==> config.mk <==
export PLATFORM = sky130hd
export DESIGN_NAME = miriscv_mdu
export DESIGN_NICKNAME = d
export VERILOG_FILES = /design/src/rtl/miriscv_mdu_pkg.sv /design/src/rtl/miriscv_mdu_abs.sv /design/src/rtl/miriscv_mdu.sv
export SDC_FILE = /design/constraint.sdc
export NUM_CORES = 1
export LEC_CHECK = 0
export CORE_AREA = 5 5 255 257
export CTS_CLUSTER_DIAMETER = 100
export DETAILED_ROUTE_END_ITERATION = 8
export DIE_AREA = 0 0 260 262
export MAX_ROUTING_LAYER = met4
export PLACE_DENSITY = 0.58
export SLEW_MARGIN = 5
export SYNTH_ARGS = -nofsm -noshare
export SYNTH_HDL_FRONTEND = slang
export SYNTH_SLANG_ARGS = --single-unit
==> constraint.sdc <==
create_clock -name clk_i -period 11.5 [get_ports clk_i]
set_clock_uncertainty 0.1 [all_clocks]
set_input_delay 2.3 -clock clk_i [delete_from_list [all_inputs] [get_ports clk_i]]
set_output_delay 2.3 -clock clk_i [all_outputs]
set_load 0.01 [all_outputs]
==> src/rtl/miriscv_mdu_pkg.sv <==
// Shared opcodes, FSM state type and opcode classification helpers for the RV32M MDU.
package miriscv_mdu_pkg;

   localparam int MDU_OP_WIDTH = 3;
   localparam int MDU_ITER_NUM = 32;

   localparam logic [MDU_OP_WIDTH-1:0] MDU_MUL    = 3'd0;
   localparam logic [MDU_OP_WIDTH-1:0] MDU_MULH   = 3'd1;
   localparam logic [MDU_OP_WIDTH-1:0] MDU_MULHSU = 3'd2;
   localparam logic [MDU_OP_WIDTH-1:0] MDU_MULHU  = 3'd3;
   localparam logic [MDU_OP_WIDTH-1:0] MDU_DIV    = 3'd4;
   localparam logic [MDU_OP_WIDTH-1:0] MDU_DIVU   = 3'd5;
   localparam logic [MDU_OP_WIDTH-1:0] MDU_REM    = 3'd6;
   localparam logic [MDU_OP_WIDTH-1:0] MDU_REMU   = 3'd7;

   typedef enum logic [1:0] {MDU_IDLE, MDU_MUL_ST, MDU_DIV_ST, MDU_DONE} mdu_state_t;

   function automatic logic is_mul(input logic [MDU_OP_WIDTH-1:0] op);
      return (op == MDU_MUL) || (op == MDU_MULH) || (op == MDU_MULHSU) || (op == MDU_MULHU);
   endfunction

   function automatic logic is_signed_a(input logic [MDU_OP_WIDTH-1:0] op);
      return (op == MDU_MULH) || (op == MDU_MULHSU) || (op == MDU_DIV) || (op == MDU_REM);
   endfunction

   function automatic logic is_signed_b(input logic [MDU_OP_WIDTH-1:0] op);
      return (op == MDU_MULH) || (op == MDU_DIV) || (op == MDU_REM);
   endfunction

endpackage

==> src/rtl/miriscv_mdu_abs.sv <==
// Operand magnitude: strips the sign of a two's-complement value when it is treated as signed.
module miriscv_mdu_abs #(
   parameter int XLEN = 32
) (
   input  logic [XLEN-1:0] value,
   input  logic            is_signed,
   output logic [XLEN-1:0] magnitude,
   output logic            sign
);

   assign sign      = is_signed & value[XLEN-1];
   assign magnitude = sign ? -value : value;

endmodule

==> src/rtl/miriscv_mdu.sv <==
// Iterative RV32M multiply/divide unit: shift-add multiplier and restoring divider, one bit per cycle.
// Define MIRISCV_MDU_FAST_MUL_EN to replace the iterative multiplier with a single-cycle multiply.
module miriscv_mdu
   import miriscv_mdu_pkg::*;
#(
   parameter int XLEN = 32
) (
   input  logic                    clk_i,
   input  logic                    arstn_i,
   input  logic                    req_valid_i,
   output logic                    req_ready_o,
   input  logic [MDU_OP_WIDTH-1:0] req_op_i,
   input  logic [XLEN-1:0]         req_a_i,
   input  logic [XLEN-1:0]         req_b_i,
   input  logic                    kill_i,
   output logic                    rsp_valid_o,
   input  logic                    rsp_ready_i,
   output logic [XLEN-1:0]         rsp_result_o
);

   mdu_state_t              state_q;
   logic [4:0]              cnt_q;
   logic [MDU_OP_WIDTH-1:0] op_q;
   logic                    neg_res_q, sign_a_q;
   logic [XLEN-1:0]         opa_q, opb_q, quo_q, rem_q, result_q;
   logic [2*XLEN-1:0]       acc_q;
   logic                    ready_q, valid_q;

   logic [XLEN-1:0]         mag_a, mag_b;
   logic                    sign_a, sign_b;

   miriscv_mdu_abs #(.XLEN(XLEN)) u_abs_a (
      .value(req_a_i), .is_signed(is_signed_a(req_op_i)), .magnitude(mag_a), .sign(sign_a)
   );
   miriscv_mdu_abs #(.XLEN(XLEN)) u_abs_b (
      .value(req_b_i), .is_signed(is_signed_b(req_op_i)), .magnitude(mag_b), .sign(sign_b)
   );

   // Divide corner cases resolve at accept time and skip the iteration entirely.
   logic            div_zero, div_ovf;
   logic [XLEN-1:0] early_res;

   assign div_zero = (req_b_i == '0);
   assign div_ovf  = is_signed_b(req_op_i) && !is_mul(req_op_i) &&
                     (req_a_i == {1'b1, {(XLEN-1){1'b0}}}) && (req_b_i == '1);

   always_comb begin
      early_res = '0;
      if (div_zero)
         early_res = req_op_i[1] ? req_a_i : '1;
      else if (!req_op_i[1])
         early_res = {1'b1, {(XLEN-1){1'b0}}};
   end

`ifdef MIRISCV_MDU_FAST_MUL_EN
   logic [2*XLEN-1:0] fast_prod;
   logic [XLEN-1:0]   fast_res;
   logic              ext_a, ext_b;

   // Low 64 bits of the sign-extended product equal the 33x33 signed product.
   assign ext_a     = is_signed_a(req_op_i) & req_a_i[XLEN-1];
   assign ext_b     = is_signed_b(req_op_i) & req_b_i[XLEN-1];
   assign fast_prod = {{XLEN{ext_a}}, req_a_i} * {{XLEN{ext_b}}, req_b_i};
   assign fast_res  = (req_op_i == MDU_MUL) ? fast_prod[XLEN-1:0] : fast_prod[2*XLEN-1:XLEN];
`endif

   // Shift-add step: opa_q is the multiplicand, opb_q the shifting multiplier.
   logic [2*XLEN-1:0] mcand_sh, acc_nxt, prod;
   logic [XLEN-1:0]   mul_res;

   assign mcand_sh = {{XLEN{1'b0}}, opa_q} << cnt_q;
   assign acc_nxt  = opb_q[0] ? acc_q + mcand_sh : acc_q;
   assign prod     = neg_res_q ? -acc_nxt : acc_nxt;
   assign mul_res  = (op_q == MDU_MUL) ? prod[XLEN-1:0] : prod[2*XLEN-1:XLEN];

   // Restoring step: opa_q is the dividend, opb_q the divisor; the partial remainder needs 33 bits.
   logic [XLEN:0]   rem_sh;
   logic            rem_ge;
   logic [XLEN-1:0] rem_nxt, quo_nxt, div_res;

   assign rem_sh  = {rem_q, opa_q[5'(XLEN-1) - cnt_q]};
   assign rem_ge  = rem_sh >= {1'b0, opb_q};
   assign rem_nxt = rem_ge ? rem_sh[XLEN-1:0] - opb_q : rem_sh[XLEN-1:0];

   always_comb begin
      quo_nxt = quo_q;
      quo_nxt[5'(XLEN-1) - cnt_q] = rem_ge;
   end

   assign div_res = op_q[1] ? (sign_a_q ? -rem_nxt : rem_nxt)
                            : (neg_res_q ? -quo_nxt : quo_nxt);

   always_ff @(posedge clk_i or negedge arstn_i) begin
      if (!arstn_i) begin
         state_q   <= MDU_IDLE;
         cnt_q     <= '0;
         op_q      <= '0;
         neg_res_q <= 1'b0;
         sign_a_q  <= 1'b0;
         opa_q     <= '0;
         opb_q     <= '0;
         quo_q     <= '0;
         rem_q     <= '0;
         acc_q     <= '0;
         result_q  <= '0;
         ready_q   <= 1'b1;
         valid_q   <= 1'b0;
      end else if (kill_i) begin
         state_q <= MDU_IDLE;
         cnt_q   <= '0;
         ready_q <= 1'b1;
         valid_q <= 1'b0;
      end else begin
         case (state_q)
            MDU_IDLE: if (req_valid_i) begin
               op_q      <= req_op_i;
               neg_res_q <= sign_a ^ sign_b;
               sign_a_q  <= sign_a;
               opa_q     <= mag_a;
               opb_q     <= mag_b;
               acc_q     <= '0;
               quo_q     <= '0;
               rem_q     <= '0;
               cnt_q     <= '0;
               ready_q   <= 1'b0;
               if (is_mul(req_op_i)) begin
`ifdef MIRISCV_MDU_FAST_MUL_EN
                  result_q <= fast_res;
                  valid_q  <= 1'b1;
                  state_q  <= MDU_DONE;
`else
                  state_q  <= MDU_MUL_ST;
`endif
               end else if (div_zero || div_ovf) begin
                  result_q <= early_res;
                  valid_q  <= 1'b1;
                  state_q  <= MDU_DONE;
               end else begin
                  state_q  <= MDU_DIV_ST;
               end
            end
            MDU_MUL_ST: begin
               acc_q <= acc_nxt;
               opb_q <= opb_q >> 1;
               cnt_q <= cnt_q + 5'd1;
               if (cnt_q == 5'(MDU_ITER_NUM-1)) begin
                  result_q <= mul_res;
                  valid_q  <= 1'b1;
                  state_q  <= MDU_DONE;
               end
            end
            MDU_DIV_ST: begin
               rem_q <= rem_nxt;
               quo_q <= quo_nxt;
               cnt_q <= cnt_q + 5'd1;
               if (cnt_q == 5'(MDU_ITER_NUM-1)) begin
                  result_q <= div_res;
                  valid_q  <= 1'b1;
                  state_q  <= MDU_DONE;
               end
            end
            MDU_DONE: if (rsp_ready_i) begin
               valid_q <= 1'b0;
               ready_q <= 1'b1;
               state_q <= MDU_IDLE;
            end
            default: state_q <= MDU_IDLE;
         endcase
      end
   end

   assign req_ready_o  = ready_q;
   assign rsp_valid_o  = valid_q;
   assign rsp_result_o = result_q;

endmodule
==> results.py <==
metrics = {
    "timing": {
        "min_period_over_period_pct": 71.8,
        "max_freq_mhz": 121,
        "period_minus_slack_ps": 8260,
        "holdWs_ps": 404,
        "maxSlewHeadroom_pct": 14.3,
        "hold_viol": 0,
        "final.setup.tns_ps": 0,
        "setup-violations-final": 0,
        "finalMaxSlewViolations": 0,
        "rsz0062_at_grt": "no",
        "worst_pin_slew_ps": 1290,
    },
    "cts": {
        "cts_max_path_buffers": 3,
        "clockRootBuffer": "clkbuf_16",
        "cts_tree": "built",
        "clkTransAtPathRegs_ps": 60,
        "cts_hold_buf": 0,
        "cts_setup_buffers": 0,
        "cts_resized": 0,
        "clk_latency_ps": 570,
        "cts_sinks": 238,
        "htreeDepth": 2,
        "cts_made_buffers": 34,
    },
    "setup_path": {
        "r2r_slack_ps": 3380,
        "cp-end-kind": "flop",
        "critPathLaunchType": "input port",
        "worst_ep_arrival_time_ps": 8640,
        "crit_end": "rsp_result_o[31]$_DFFE_PN0P_",
        "r2r_cells": 21,
        "rr_startpoint": "cnt_q[3]$_DFFE_PN0P_",
        "critPathMaxFanout": 46,
        "startpoint": "req_op_i[2]",
        "cp.required_ps": 11890,
        "rr_endpoint": "rsp_result_o[4]$_DFFE_PN0P_",
        "critPathKind": "input port to flop",
    },
    "finish": {
        "design_area_um2": 30400,
        "area_delta_synth_final_pct": 9.46,
        "drive_gt1_share_pct": 6.62,
        "nFillCells": 6314,
        "final-seq-area_um2": 5970,
        "multiInputGateArea_um2": 20400,
        "fin_nets": 3965,
        "post-route-util_pct": 48.7,
    },
    "routing": {
        "vias": 31100,
        "routed_wl_mm": 128,
        "wl_per_cell_um": 27.6,
        "remaining_drc_errors": 0,
        "vias_per_cell": 6.68,
        "drt_iter0_markers": 4235,
        "final_antenna_net_count": 0,
        "firstDrtPassIters": 6,
    },
    "yosys": {
        "ys_top_cells_by_count": "nand2_1 (521), o21ai_0 (456), nor2_1 (323)",
        "yosys_most_used_dff": "dfrtp_1",
        "synthArstFlopShare_pct": 100,
        "synthTopCellsByArea": "dfrtp_1 (21%), o21ai_0 (8.2%), nand2_1 (7.0%)",
        "ys_seq_area_share_pct": 21.4,
        "synth_top_area_cell": "dfrtp_1",
        "synth_most_common_cell": "nand2_1",
        "syn-num-nets": 4034,
        "yosysUniqueCellTypes": 115,
        "syn_avg_cell_area_um2": 7.22,
        "synth.cell_area_um2": 27800,
        "ys_warn_count": 0,
        "ys_ff_latch": 238,
        "synth_edf_count": 0,
        "synth_top_area_share_pct": 21.3,
        "synthesis.instances": 3848,
    },
    "placed_design": {
        "place.gp.congestion": 1.03,
        "port_buffers": 105,
        "dp_hpwl_mm": 98.6,
        "dpl_cell_area_um2": 29200,
    },
    "global_routing": {
        "grt_max_degree": 80,
        "antenna_found_initial": 1,
        "grtUsageTotal_pct": 37.3,
        "grt_pass1_wl_mm": 188,
        "grt_pass1_vias": 28100,
        "grt_overflow": 0,
    },
    "min_path": {
        "hold_class": "flop to flop",
        "hold_start": "rsp_valid_o$_DFFE_PN0P_",
    },
    "pwr": {
        "leakagePower_nw": 12.4,
        "p_int_mw": 3.24,
        "peakVddDrop_mv": 0.134,
        "p_clk_share_pct": 15.7,
        "combPwrFrac_pct": 66.1,
        "seq_power_share_pct": 18.2,
        "p_per_area_nw_per_um2": 241,
        "power_mw": 7.32,
        "p_switching_mw": 4.08,
        "netSwitchingFraction_pct": 55.7,
    },
    "floorplanning": {
        "start_util_pct": 44.5,
        "die_x_um": 260,
        "coreArea_um2": 62500,
        "die_h_um": 262,
        "num_rows": 92,
        "dieArea_um2": 68100,
        "io_pins": 106,
    },
    "outcome": {
        "status": "finished clean",
    },
    "job": {
        "maxCapViolations": 0,
    },
}
==> power by group through the flow <==
stage / Clock [mW] / Combinational, mW / Sequential (mW)
2_1_floorplan: 0 / 3.15 / 1.22
3_3_place_gp: 0 / 4.67 / 1.33
3_5_place_dp: 0 / 4.67 / 1.33
4_1_cts: 1.17 / 4.69 / 1.32
5_1_grt: 1.19 / 5.13 / 1.35
6_report: 1.15 / 4.84 / 1.33
==> cell type report <==
class                           count  area share, %
Clock buffer                       46           3.18
Clock inverter                     16          0.691
Multi-Input combinational cell   3256           67.2
Tap cell                          846           3.48
Antenna cell                        1        0.00822
Inverter                           93           1.15
Timing Repair Buffer              156           4.73
Sequential cell                   238           19.6
==> stage by stage <==
step	worst slack (ps)	std cells
floorplan	4840	3848
global placement	2950	4589
detailed placement	3030	4589
CTS	3620	4651
global route	3060	4651
finish	3240	4652
==> cell families after synthesis <==
family | synth area share [%]
flops | 21.4
mux | 6.06
simple gates | 27.6
compound gates | 29.2
xor+xnor | 5.29
buf+inv | 5.19
fa+ha+maj | 5.19
==> flip-flops by register name (all words and copies together), names as in the netlist, 3 cells and up <==
| name | count |
|---|---|
| quo_q | 32 |
| cnt_q | 5 |
| rem_q | 32 |
| op_q | 3 |
| acc_q | 64 |
| opa_q | 32 |
| opb_q | 32 |
| rsp_result_o | 32 |
==> worst max-delay path: stages <==
cell and delay (ps):
clkdlybuf4s50_1 800, nor2_1 320, mux2_2 260, nand2_1 430, nor4_1 1120, a41o_1 460, a31oi_2 310, or2_2 790
a31oi_1 660, o311ai_0 240, nor4_1 450, nand4_1 300, o211ai_1 180
==> cells in the final DEF (no fill, tap or decap), drive strengths merged, types with 43 or more instances in the layout <==
| cell | n |
|---|---|
| nand2 | 521 |
| buf | 52 |
| ha | 112 |
| nand4 | 85 |
| a31oi | 46 |
| inv | 93 |
| a211oi | 46 |
| o21ai | 478 |
| clkbuf | 46 |
| nor4 | 43 |
| a21o | 46 |
| nand2b | 47 |
| xor2 | 68 |
| clkdlybuf4s50 | 104 |
| mux2i | 96 |
| nor2 | 324 |
| nor3 | 108 |
| a21oi | 276 |
| nand3 | 177 |
| dfrtp | 237 |
| xnor2 | 100 |
==> worst min path at each step <==
stage	to	slack, ps	depth (start not counted)
floorplan	op_q[2]$_DFFE_PN0P_	360	2
global placement	quo_q[22]$_DFFE_PN0P_	390	2
detailed placement	quo_q[21]$_DFFE_PN0P_	400	2
CTS	rsp_valid_o$_DFFE_PN0P_	410	2
global route	quo_q[21]$_DFFE_PN0P_	430	2
finish	rsp_valid_o$_DFFE_PN0P_	400	2
==> layer usage <==
| metal | vias up | wire length [um] | part of all wire [%] | global-route usage (%) |
|---|---|---|---|---|
| li1 | 14200 | - | - | - |
| met1 | 14800 | 52100 | 41 | 49.2 |
| met2 | 1765 | 56000 | 44 | 55.6 |
| met3 | 330 | 11200 | 8.8 | 4.90 |
| met4 | 0 | 8860 | 6.9 | 20.6 |
| met5 | - | 0 | 0 | - |
Note: power is estimated with default switching activity, not from simulation.
